[config.mk]
export PLATFORM = sky130hd
export DESIGN_NAME = servix_rst_seq
export DESIGN_NICKNAME = d
export VERILOG_FILES = /design/src/rtl/servix_rst_seq_pkg.sv /design/src/rtl/servix_debounce.sv /design/src/rtl/servix_rst_seq.sv
export SDC_FILE = /design/constraint.sdc
export NUM_CORES = 1
export LEC_CHECK = 0
export CAP_MARGIN = 20
export CORE_UTILIZATION = 55
export DETAILED_ROUTE_END_ITERATION = 16
export GPL_TIMING_DRIVEN = 0
export MAX_ROUTING_LAYER = met4
export PLACE_DENSITY = 0.78
export SETUP_SLACK_MARGIN = 0.4
export SLEW_MARGIN = 25
export SYNTH_ARGS = -nofsm -noshare
export SYNTH_HDL_FRONTEND = slang
export SYNTH_SLANG_ARGS = --single-unit
[constraint.sdc]
create_clock -name i_clk -period 3.43 [get_ports i_clk]
set_input_delay 0.5145 -clock i_clk [delete_from_list [all_inputs] [get_ports i_clk]]
set_output_delay 0.5145 -clock i_clk [all_outputs]
set_load 0.05 [all_outputs]
[src/rtl/servix_rst_seq_pkg.sv]
// -----------------------------------------------------------------------------
// servix_rst_seq_pkg
// Shared constants for the servix reset sequencer. The reset-cause encodings
// are the values software reads back from o_cause, so the firmware headers
// and the RTL are generated from / checked against this one place.
// -----------------------------------------------------------------------------
package servix_rst_seq_pkg;

  // Cause of the most recent reset as reported on o_cause. 2'b11 is unused.
  typedef enum logic [1:0] {
    CAUSE_POR = 2'b00,  // PLL power-on reset from the clock generator
    CAUSE_BTN = 2'b01,  // debounced external reset button
    CAUSE_SW  = 2'b10   // software request from the core
  } cause_e;

  // Width of a counter that must hold values 0 .. max(a, b)-1.
  // Never returns 0 so that a 1-cycle configuration still gets a legal vector.
  function automatic int cnt_width(input int a, input int b);
    int m;
    m = (a > b) ? a : b;
    return (m > 1) ? $clog2(m) : 1;
  endfunction

endpackage : servix_rst_seq_pkg

[src/rtl/servix_debounce.sv]
// -----------------------------------------------------------------------------
// servix_debounce
// Two-flop synchronizer followed by a stability-counter debouncer for a raw,
// asynchronous, active-high board button. Emits a single-cycle pulse when the
// debounced state goes 0 -> 1.
//
// Ports:
//   i_clk    in  1  clock
//   i_rst    in  1  synchronous active-high reset, clears all state
//   i_btn    in  1  raw asynchronous button input
//   o_event  out 1  one-cycle pulse on each debounced press
// -----------------------------------------------------------------------------
module servix_debounce #(
  parameter int debounce_cycles = 65536   // must be >= 2
) (
  input  logic i_clk,
  input  logic i_rst,
  input  logic i_btn,
  output logic o_event
);

  localparam int              DW   = $clog2(debounce_cycles);
  localparam logic [DW-1:0]   TERM = DW'(debounce_cycles - 1);

  logic          r_sync1;
  logic          r_sync2;
  logic          r_deb;
  logic          r_event;
  logic [DW-1:0] r_cnt;

  // NOTE: all state here is updated with non-blocking assignments so every flop
  // samples the pre-edge value of its neighbours; blocking would collapse the
  // synchronizer into a single stage.
  always_ff @(posedge i_clk) begin
    if (i_rst) begin
      r_sync1 <= 1'b0;
      r_sync2 <= 1'b0;
      r_deb   <= 1'b0;
      r_event <= 1'b0;
      r_cnt   <= '0;
    end else begin
      r_sync1 <= i_btn;
      r_sync2 <= r_sync1;
      r_event <= 1'b0;
      if (r_sync2 == r_deb) begin
        // Any agreement with the stable state restarts the stability window.
        r_cnt <= '0;
      end else if (r_cnt == TERM) begin
        // Input has disagreed for debounce_cycles consecutive samples: accept it.
        r_deb   <= r_sync2;
        r_cnt   <= '0;
        r_event <= r_sync2;   // pulse only on the 0 -> 1 change
      end else begin
        r_cnt <= r_cnt + DW'(1);
      end
    end
  end

  assign o_event = r_event;

endmodule : servix_debounce

[src/rtl/servix_rst_seq.sv]
// -----------------------------------------------------------------------------
// servix_rst_seq
// Reset sequencer for the servix SoC. Merges PLL power-on reset, a debounced
// reset button and a software reset request, stretches the combined reset and
// releases the peripheral reset before the core reset. Records the cause of
// the most recent reset.
//
// Ports:
//   i_clk         in  1  system clock from the clock generator
//   i_rst         in  1  PLL-derived reset, synchronous active-high
//   i_btn         in  1  raw external reset button, asynchronous active-high
//   i_sw_rst      in  1  one-cycle software reset request from the core
//   o_rst_periph  out 1  active-high reset for memory and peripherals
//   o_rst_core    out 1  active-high reset for the serv core
//   o_cause       out 2  00 = PLL/POR, 01 = button, 10 = software
// -----------------------------------------------------------------------------
module servix_rst_seq
  import servix_rst_seq_pkg::*;
#(
  parameter int hold_cycles     = 256,    // >= 1
  parameter int stagger_cycles  = 16,     // >= 1
  parameter int debounce_cycles = 65536   // >= 2
) (
  input  logic       i_clk,
  input  logic       i_rst,
  input  logic       i_btn,
  input  logic       i_sw_rst,
  output logic       o_rst_periph,
  output logic       o_rst_core,
  output logic [1:0] o_cause
);

  typedef enum logic [1:0] {
    ST_HOLD    = 2'b00,  // both resets asserted
    ST_STAGGER = 2'b01,  // peripherals released, core still held
    ST_RUN     = 2'b10   // everything released
  } state_e;

  localparam int            CW           = cnt_width(hold_cycles, stagger_cycles);
  localparam logic [CW-1:0] HOLD_TERM    = CW'(hold_cycles - 1);
  localparam logic [CW-1:0] STAGGER_TERM = CW'(stagger_cycles - 1);

  state_e        r_state;
  state_e        w_state_nxt;
  logic [CW-1:0] r_cnt;
  logic [CW-1:0] w_cnt_nxt;
  cause_e        r_cause;
  cause_e        w_cause_nxt;
  logic          r_rst_periph;
  logic          r_rst_core;
  logic          w_btn_event;

  servix_debounce #(
    .debounce_cycles (debounce_cycles)
  ) u_debounce (
    .i_clk   (i_clk),
    .i_rst   (i_rst),
    .i_btn   (i_btn),
    .o_event (w_btn_event)
  );

  // NOTE: every signal driven here gets a default before any branch, so no
  // path leaves it unassigned and no latch is inferred.
  always_comb begin
    w_state_nxt = r_state;
    w_cnt_nxt   = r_cnt;
    w_cause_nxt = r_cause;

    if (w_btn_event) begin
      // Button outranks a simultaneous software request.
      w_state_nxt = ST_HOLD;
      w_cnt_nxt   = '0;
      w_cause_nxt = CAUSE_BTN;
    end else if (i_sw_rst) begin
      w_state_nxt = ST_HOLD;
      w_cnt_nxt   = '0;
      w_cause_nxt = CAUSE_SW;
    end else begin
      unique case (r_state)
        ST_HOLD: begin
          if (r_cnt == HOLD_TERM) begin
            w_state_nxt = ST_STAGGER;
            w_cnt_nxt   = '0;
          end else begin
            w_cnt_nxt = r_cnt + CW'(1);
          end
        end
        ST_STAGGER: begin
          if (r_cnt == STAGGER_TERM) begin
            w_state_nxt = ST_RUN;
            w_cnt_nxt   = '0;
          end else begin
            w_cnt_nxt = r_cnt + CW'(1);
          end
        end
        ST_RUN: begin
          w_cnt_nxt = '0;
        end
        default: begin
          // Unreachable encoding: recover into a full reset.
          w_state_nxt = ST_HOLD;
          w_cnt_nxt   = '0;
        end
      endcase
    end
  end

  // Outputs are decoded from the next state and registered alongside it, so
  // they switch on the same edge as the state and have no input-to-output path.
  always_ff @(posedge i_clk) begin
    if (i_rst) begin
      r_state      <= ST_HOLD;
      r_cnt        <= '0;
      r_cause      <= CAUSE_POR;
      r_rst_periph <= 1'b1;
      r_rst_core   <= 1'b1;
    end else begin
      r_state      <= w_state_nxt;
      r_cnt        <= w_cnt_nxt;
      r_cause      <= w_cause_nxt;
      r_rst_periph <= (w_state_nxt == ST_HOLD);
      r_rst_core   <= (w_state_nxt != ST_RUN);
    end
  end

  assign o_rst_periph = r_rst_periph;
  assign o_rst_core   = r_rst_core;
  assign o_cause      = r_cause;

endmodule : servix_rst_seq

# Yosys cells after proc, flatten, opt, wreduce, memory -nomap -nowiden
# Cells that the tools add are included.
dict set report classes {
  addsub 2
  eq_ne 7
  mux 10
  bitwise 2
  n_reduce_logical 8
}
# operator n
set ops {}
lappend ops {{adder 16 x 1 -> 16 bit, second input constant} 1}
lappend ops {{equality test 16 bit, second input constant} 1}
lappend ops {{2-to-1 mux 8 bit} 2}
lappend ops {{one-hot mux 8 bit (2 select lines)} 1}
lappend ops {{OR reduction 3 bit} 3}
lappend ops {{adder 8 x 1 -> 8 bit, second input constant} 1}
lappend ops {{equality test 8 x 4 -> 1 bit, second input constant} 1}
lappend ops {{equality test 8 bit, second input constant} 1}
lappend ops {{2-to-1 mux 2 bit} 4}
lappend ops {{one-hot mux 2 bit (3 select lines)} 1}
lappend ops {{zero test 2 bit} 2}
lappend ops {{equality test 2 x 1 -> 1 bit, second input constant} 1}
lappend ops {{equality test 2 bit, second input constant} 1}
lappend ops {{2-to-1 mux 1 bit} 2}
lappend ops {{inequality test 2 bit, second input constant} 1}
lappend ops {{NOT 1 bit} 2}
lappend ops {{AND reduction 2 bit} 1}
lappend ops {{nonzero test 2 bit} 1}
lappend ops {{OR reduction 2 bit} 1}
lappend ops {{equality test 1 bit} 1}
dict set report totals {
  regBits 34
  in_bits 4
  output_inout_bits 4
  word_cells 40
}

# Depth between registers and ports, before layout
# Gate-level depths: netlist (run 1).
dict set report depth {
  word_depth 6
  mapped_depth 6
  depth_no_buf 5
}

# Hierarchy
# From an unflattened synthesis (run 1), not the netlist that was laid out.
dict set report unflattened {
  cells_unflattened 156
  hier_area_um2 1483.9
}
# mod instances cells_each area_each_um2 seq_area_each_um2
set modules_own_cells {}
lappend modules_own_cells {servix_debounce 1 90 879.6 400.4}
lappend modules_own_cells {servix_rst_seq 1 66 604.3 280.3}

# Worst setup path before layout (run 1)
# No wires, ideal clock.
dict set report synth_timing {
  path_kind {reg2reg}
  start {reg u_debounce.r_cnt[0]}
  end {reg u_debounce.r_cnt[12]}
  setup_time_ps 115
  t_arrival_ps 1412
  required_time_ps 3315
  path_slack_ps 1903
  path_stages_with_launch 6
  n_path_buf 0
  synth_period_minus_slack_ps 1527
  path_cell_list {dfxtp_1 ha_1 and2_1 or4b_4 xor2_1 nor2_2}
}
dict set report synth_via {
  elab_chain_cells 2
  elab_cells_between_ends 3
  classes_between {add/sub (1); eq/ne (1); reduce/logical (1)}
}
# item line
set synth_lines {}
lappend synth_lines {{start, declared} servix_debounce.sv:29} ;# logic [DW-1:0] r_cnt;
lappend synth_lines {{start signal, assigned} servix_debounce.sv:54} ;# r_cnt <= r_cnt + DW'(1);
lappend synth_lines {{parallel branches: the longest is 2 deep, another holds adder 16 x 1 -> 16 bit} --}
# Parallel ways; which one is timed is not known.
# A chain may end at the register's enable or synchronous reset.

# Worst setup path after layout (run 1)
dict set report layout_timing {
  start {reg r_cause[0] (netlist: o_cause[0])}
  end {out o_cause[0]}
}
# item line
set layout_rtl {}
lappend layout_rtl {{start, declared} servix_rst_seq.sv:47} ;# cause_e r_cause;
lappend layout_rtl {{start signal, assigned} servix_rst_seq.sv:120} ;# r_cause <= w_cause_nxt;
lappend layout_rtl {{end, declared} servix_rst_seq.sv:30} ;# output logic [1:0] o_cause
# No word-level cell between the ends.

==> results.toml, run 1 <==
[status]
status = "finished, final reports clean"

[clock_network]
insertion_delay_ns = 0.36
hold_buffers = 0
clkTransAtPathRegs_ns = 0.10
cts_root_buf = "clkbuf_4"
cts_tree = "done"
cts_made_buffers = 5
ctsResizeCount = 0
clock-sinks = 34
clockBufferDepth = 2
cts-htree-levels = 2
cts_setup_buffers = 0

[synth]
yosysTopAreaCell = "dfxtp_1"
postSynthAreaPerCell_um2 = 9.38
syn_area_um2 = 1450
yosys_warnings = 0
yosys.area.top_type_share = 0.471
synth_area_leaders = "dfxtp_1 (47%), nor2_1 (6.8%), xor2_1 (6.1%)"
ys_ff_latch = 34
seq_area_frac_synth = 0.471
synth_cell_types = 37
synth_nets = 160
postSynthCellCount = 154

[finish]
drive_gt1_frac = 0.118
final_cells = 199
final_common_cell = "dfxtp_1"
syn_to_final_growth_pct = 11.9
fin_nets = 174
final_cell_mix = "dfxtp_1 (34), nor2_1 (26), xor2_1 (10)"
diodes = 0

[global_routing]
antenna_found_initial = 0
overflow = 0
track_usage = 0.207
grt_max_degree = 12
grt_pass1_vias = 927
grt_pass1_wl_um = 3900

[pwr]
seqPwrFrac = 0.604
p_clk_frac = 0.365
intPower_w = 0.000505
p_leak_nw = 0.584
p_per_area_nw_per_um2 = 409
switching_share = 0.237
peakVddDrop_uv = 472
combPwrFrac = 0.030
power.switching_w = 0.000157

[worst_setup_path]
r2r.worst_path.cells = 5
r2r_setup_slack_ns = 1.76
crit_path_end_kind = "output port"
cp_cell_sequence = "clkdlybuf4s50_1"
cp.required_ns = 2.92
cp_top_family = "buffers and inverters"
r2r_end = "u_debounce.r_cnt[12]"
r2r-start = "u_debounce.r_cnt[0]"
critPathMaxFanout = 2
cp-start-kind = "flip-flop"
path_buf_inv = 1
cp.arrival_ns = 1.51
slowest_stage = "clkdlybuf4s50_1"
critPathMaxStageDelay_ns = 0.82
path_class = "flip-flop to output port"
cp.depth = 1

[sta]
hold_viol_final = 0
relSlewSlack = 0.652
finalMaxSlewViolations = 0
worstMarginPinSlew_ns = 0.521
setup_tns_ns = 0
setup_violations = 0
min_period_over_period = 0.591
max_freq_ghz = 0.493
rsz0062_at_grt = "no"
fin_worst_skew_ns = 0.0169
period_needed_ns = 2.03

[floorplan]
die_w_um = 53.3
die_y_um = 53.3
coreArea_um2 = 2480
die_area_um2 = 2840
fp-row-count = 18
io_pins = 8
start_util = 0.583

[detailed_routing]
detail_route.wl_per_cell_um = 12.2
vias_per_cell = 5.34
wl_um = 2430
ant_nets = 0
drt_iter0_drc = 19
drt_drc_violations_left = 0
drt_first_pass_iters = 4
vias = 1062

[placed_design]
dpl.cell_count = 191
gp_congestion = 0.746
dpl.hpwl_um = 1730
port-buffer-count = 7

[min_path]
hold_depth = 1
hp-class = "flip-flop to flip-flop"
hold_start = "u_debounce.r_sync1"
min_to = "u_debounce.r_sync2"

[run]
cap_violations = 0
[worst max path at each step]
stage / startpoint / to / slack, ns
finish: o_cause[0] / o_cause[0] / 1.40
global placement: i_rst / r_cnt[7] / 1.35
floorplan: u_debounce.r_cnt[0] / u_debounce.r_cnt[12] / 1.90
global route: o_cause[0] / o_cause[0] / 1.34
CTS: o_cause[0] / o_cause[0] / 1.37
detailed placement: i_rst / r_cnt[4] / 1.31
[flip-flops by register name, summed over array words and instances, names as in the netlist]
name and flops:
o_cause 2, o_rst_core 1, o_rst_periph 1, r_cnt 8, r_state 2, u_debounce.o_event 1
u_debounce.r_cnt 16, u_debounce.r_deb 1, u_debounce.r_sync1 1, u_debounce.r_sync2 1
[through the flow]
step / power, W / hold slack [ns] / cell area (µm²) / setup slack (ns) / util
after global routing: 0.000683 / 0.464 / 1620 / 1.34 / 0.653
after detailed placement: 0.000429 / 0.435 / 1550 / 1.31 / 0.627
final: 0.000662 / 0.452 / 1620 / 1.40 / 0.653
after global placement: 0.000428 / 0.426 / 1550 / 1.35 / 0.627
after floorplan: 0.000421 / 0.414 / 1450 / 1.90 / -
after CTS: 0.000667 / 0.457 / 1620 / 1.37 / 0.653
[cell families (layout without fill, tap and decap cells)]
logic type / Yosys count / after routing / share of synthesized area
mux: 1 / 1 / 0.00693
xor+xnor: 19 / 19 / 0.115
buf+inv: 9 / 24 / 0.0286
simple gates: 75 / 75 / 0.294
fa+ha+maj: 2 / 2 / 0.0173
flops: 34 / 34 / 0.471
compound gates: 14 / 14 / 0.0675
[layout make-up]
type	instances	area, µm²
buffer	2	15.0
timing repair buffer	7	70.1
multi-input combinational	111	723
sequential	34	681
clock inverter	2	12.5
inverter	7	26.3
fill	210	861
clock buffer	6	51.3
tap	30	37.5
[synth_stat cells]
library cell and number:
nand4_4 1, nand4_1 3, and4_1 1, xor2_1 10, buf_6 1, o21bai_1 1, nor3_4 1, and2_4 1
a22oi_1 1, nor2_2 1, and2_1 1, or4b_4 1, a31o_2 2, and3_2 1, nand3_1 9, a211oi_1 1
o21ai_0 1, clkbuf_1 1, mux2i_1 1, a41o_2 1, nand2_1 6, nor4b_2 1, nand4_2 1, or4_1 1
a311oi_1 1, and3_1 3, xnor2_1 9, o21a_1 1, a21oi_1 5, ha_1 2, nor2b_1 4, nand2b_1 4
nor3_1 7, nor2_1 26, dfxtp_1 34, inv_1 7, nor4_1 2
[power groups by stage]
stage / clock [W] / combinational [W] / sequential, W
3_3_place_gp: 0 / 0.0000194 / 0.000409
2_1_floorplan: 0 / 0.00000891 / 0.000412
4_1_cts: 0.000247 / 0.0000202 / 0.000400
5_1_grt: 0.000260 / 0.0000221 / 0.000401
3_5_place_dp: 0 / 0.0000200 / 0.000409
6_report: 0.000242 / 0.0000200 / 0.000400
[routing by layer]
| layer | global-route usage | wire length (µm) |
|---|---|---|
| met5 | - | 0 |
| met4 | 0.145 | 36 |
| met3 | 0.0603 | 107 |
| met2 | 0.327 | 1140 |
| met1 | 0.220 | 1140 |
(Power assumes the default switching activity.)
==> run 2, diff against run 1 <==
--- a/config.mk
+++ b/config.mk
@@ -6,7 +6,7 @@
 export NUM_CORES = 1
 export LEC_CHECK = 0
 export CAP_MARGIN = 20
-export CORE_UTILIZATION = 55
+export CORE_UTILIZATION = 52
 export DETAILED_ROUTE_END_ITERATION = 16
 export GPL_TIMING_DRIVEN = 0
 export MAX_ROUTING_LAYER = met4
==> constraint.sdc (replaced) <==
create_clock -name i_clk -period 1.7 [get_ports i_clk]
set_input_delay 0.255 -clock i_clk [delete_from_list [all_inputs] [get_ports i_clk]]
set_output_delay 0.255 -clock i_clk [all_outputs]
set_load 0.05 [all_outputs]
==> results.toml, run 2 (synthesized netlist as in run 1, its figures left out) <==
[sta]
timing.hold.ws_ns = 0.292
max_freq_ghz = 0.639
hold_viol_final = 0
rsz0062_at_grt = "yes"
finalMaxSlewViolations = 0
min_period_over_period = 0.920
setup_tns_ns = 0
fin_worst_skew_ns = 0.0102
relSlewSlack = 0.802
period_needed_ns = 1.56
setup_violations = 0
worstMarginPinSlew_ns = 0.295

[finish]
final_cell_mix = "dfxtp_1 (17), buf_4 (14), nor2_1 (13)"
final_cells = 216
diodes = 0
syn_to_final_growth_pct = 39.8
top_regs = "u_debounce.r_cnt: 16 flops, r_cnt: 8 flops"
top_register = "u_debounce.r_cnt"
fin_nets = 191
drive_gt1_frac = 0.489
final_common_cell = "dfxtp_1"
largest_reg_flops = 16

[worst_setup_path]
cp.arrival_ns = 1.78
cp-start-kind = "flip-flop"
cp_top_family = "simple AND/OR/NAND/NOR gates"
crit_path_end_kind = "flip-flop"
path_buf_inv = 0
critPathMaxStageDelay_ns = 0.45
critPathMaxFanout = 3
cp_cell_sequence = "ha_4, nand3_4, or4_4, nor4b_4, o21ai_1"
slowest_stage = "or4_4"
path_class = "flip-flop to flip-flop"
cp.required_ns = 1.91

[pwr]
peakVddDrop_uv = 693
intPower_w = 0.00102
switching_share = 0.226
combPwrFrac = 0.043
fin_total_pwr_w = 0.00131
seqPwrFrac = 0.606
power.switching_w = 0.000297
p_leak_nw = 0.742
p_per_area_nw_per_um2 = 650
p_clk_frac = 0.351

[clock_network]
cts_made_buffers = 5
cts_root_buf = "clkbuf_4"
hold_buffers = 0
cts-htree-levels = 2
cts_tree = "done"
clockBufferDepth = 2
clkTransAtPathRegs_ns = 0.09
clock-sinks = 34
insertion_delay_ns = 0.34

[global_routing]
track_usage = 0.209
grt_pass1_wl_um = 4140
antenna_found_initial = 0
grt_max_degree = 11
overflow = 0
grt_pass1_vias = 982

[run]
cap_violations = 0

[placed_design]
dpl.cell_count = 191
port-buffer-count = 7
dpl.hpwl_um = 1730
gp_congestion = 0.729

[floorplan]
die_w_um = 54.7
coreArea_um2 = 2540
fp-row-count = 18
die_area_um2 = 2990
die_y_um = 54.7
io_pins = 8
start_util = 0.568

[min_path]
hp-class = "input port to flip-flop"

[detailed_routing]
drt-met1-wl_um = 1370
wl_um = 3140
drt_first_pass_iters = 4
drt_drc_violations_left = 0
vias_per_cell = 5.48
detail_route.wl_per_cell_um = 14.5
drt_iter0_drc = 13
route.met3.wl_um = 101
ant_nets = 0
wl_met2_um = 1610
dr.max_layer_used = "met4"
vias = 1183

[status]
status = "finished, final reports clean"
[run 2: power groups by stage]
stage               clock, W  sequential, W  combinational [W]
finish              0.000461       0.000796          0.0000570
global route        0.000504       0.000797          0.0000618
CTS                 0.000479       0.000802          0.0000488
detailed placement         0       0.000826          0.0000417
global placement           0       0.000825          0.0000409
floorplan                  0       0.000831          0.0000195
[run 2: path summary, 6_finish.rpt]
check,end,slack [ns],cells after the start,start
worst min register to register,r_cnt[0],0.45,1,r_cnt[0]
worst max-delay path,o_rst_core,0.14,5,r_cnt[0]
worst max register to register,o_rst_core,0.14,5,r_cnt[0]
worst min-delay path,u_debounce.r_sync2,0.29,2,i_rst
[run 2: area by class of cell]
cell class | instances | area [µm²]
Buffer | 2 | 18.8
Inverter | 7 | 26.3
Fill cell | 162 | 524
Clock buffer | 7 | 55.1
Tap cell | 30 | 37.5
Timing Repair Buffer | 24 | 199
Sequential cell | 34 | 722
Clock inverter | 1 | 5.00
Multi-Input combinational cell | 111 | 957
[run 2: layer usage]
| layer | global-route usage | vias up |
|---|---|---|
| met4 | 0.0897 | 0 |
| met2 | 0.351 | 17 |
| met5 | - | - |
| met3 | 0.0750 | 8 |
| li1 | - | 592 |
| met1 | 0.218 | 566 |
[run 2: metrics by stage]
| stage | setup slack [ns] | instance area [µm²] | util |
|---|---|---|---|
| finish | 0.136 | 2020 | 0.794 |
| global route | 0.0597 | 2020 | 0.794 |
| CTS | 0.196 | 1810 | 0.711 |
| detailed placement | -0.154 | 1620 | 0.637 |
| global placement | -0.127 | 1620 | 0.637 |
| floorplan | 0.265 | 1510 | - |
[run 2: repair_timing]
| action | in CTS | in global routing |
|---|---|---|
| gates cloned | 1 | 0 |
| buffers inserted | 9 | 7 |
| pin swaps | 11 | 16 |
| resized for setup | 32 | 54 |
| setup endpoints to repair | 29 | 31 |
[run 2: worst register-to-register path, cell delays in order (launching register included)]
cell     delay (ns)
dfxtp_2        0.37
ha_4           0.16
nand3_4        0.08
or4_4          0.45
nor4b_4        0.26
o21ai_1        0.13
==> run 3, diff against run 2 <==
--- a/config.mk
+++ b/config.mk
@@ -9,6 +9,7 @@
 export CORE_UTILIZATION = 52
 export DETAILED_ROUTE_END_ITERATION = 16
 export GPL_TIMING_DRIVEN = 0
+export HOLD_SLACK_MARGIN = 0.12
 export MAX_ROUTING_LAYER = met4
 export PLACE_DENSITY = 0.78
 export SETUP_SLACK_MARGIN = 0.4
==> results of run 3 <==
Same layout as run 2: the final DEF is identical, and so are final timing and power.
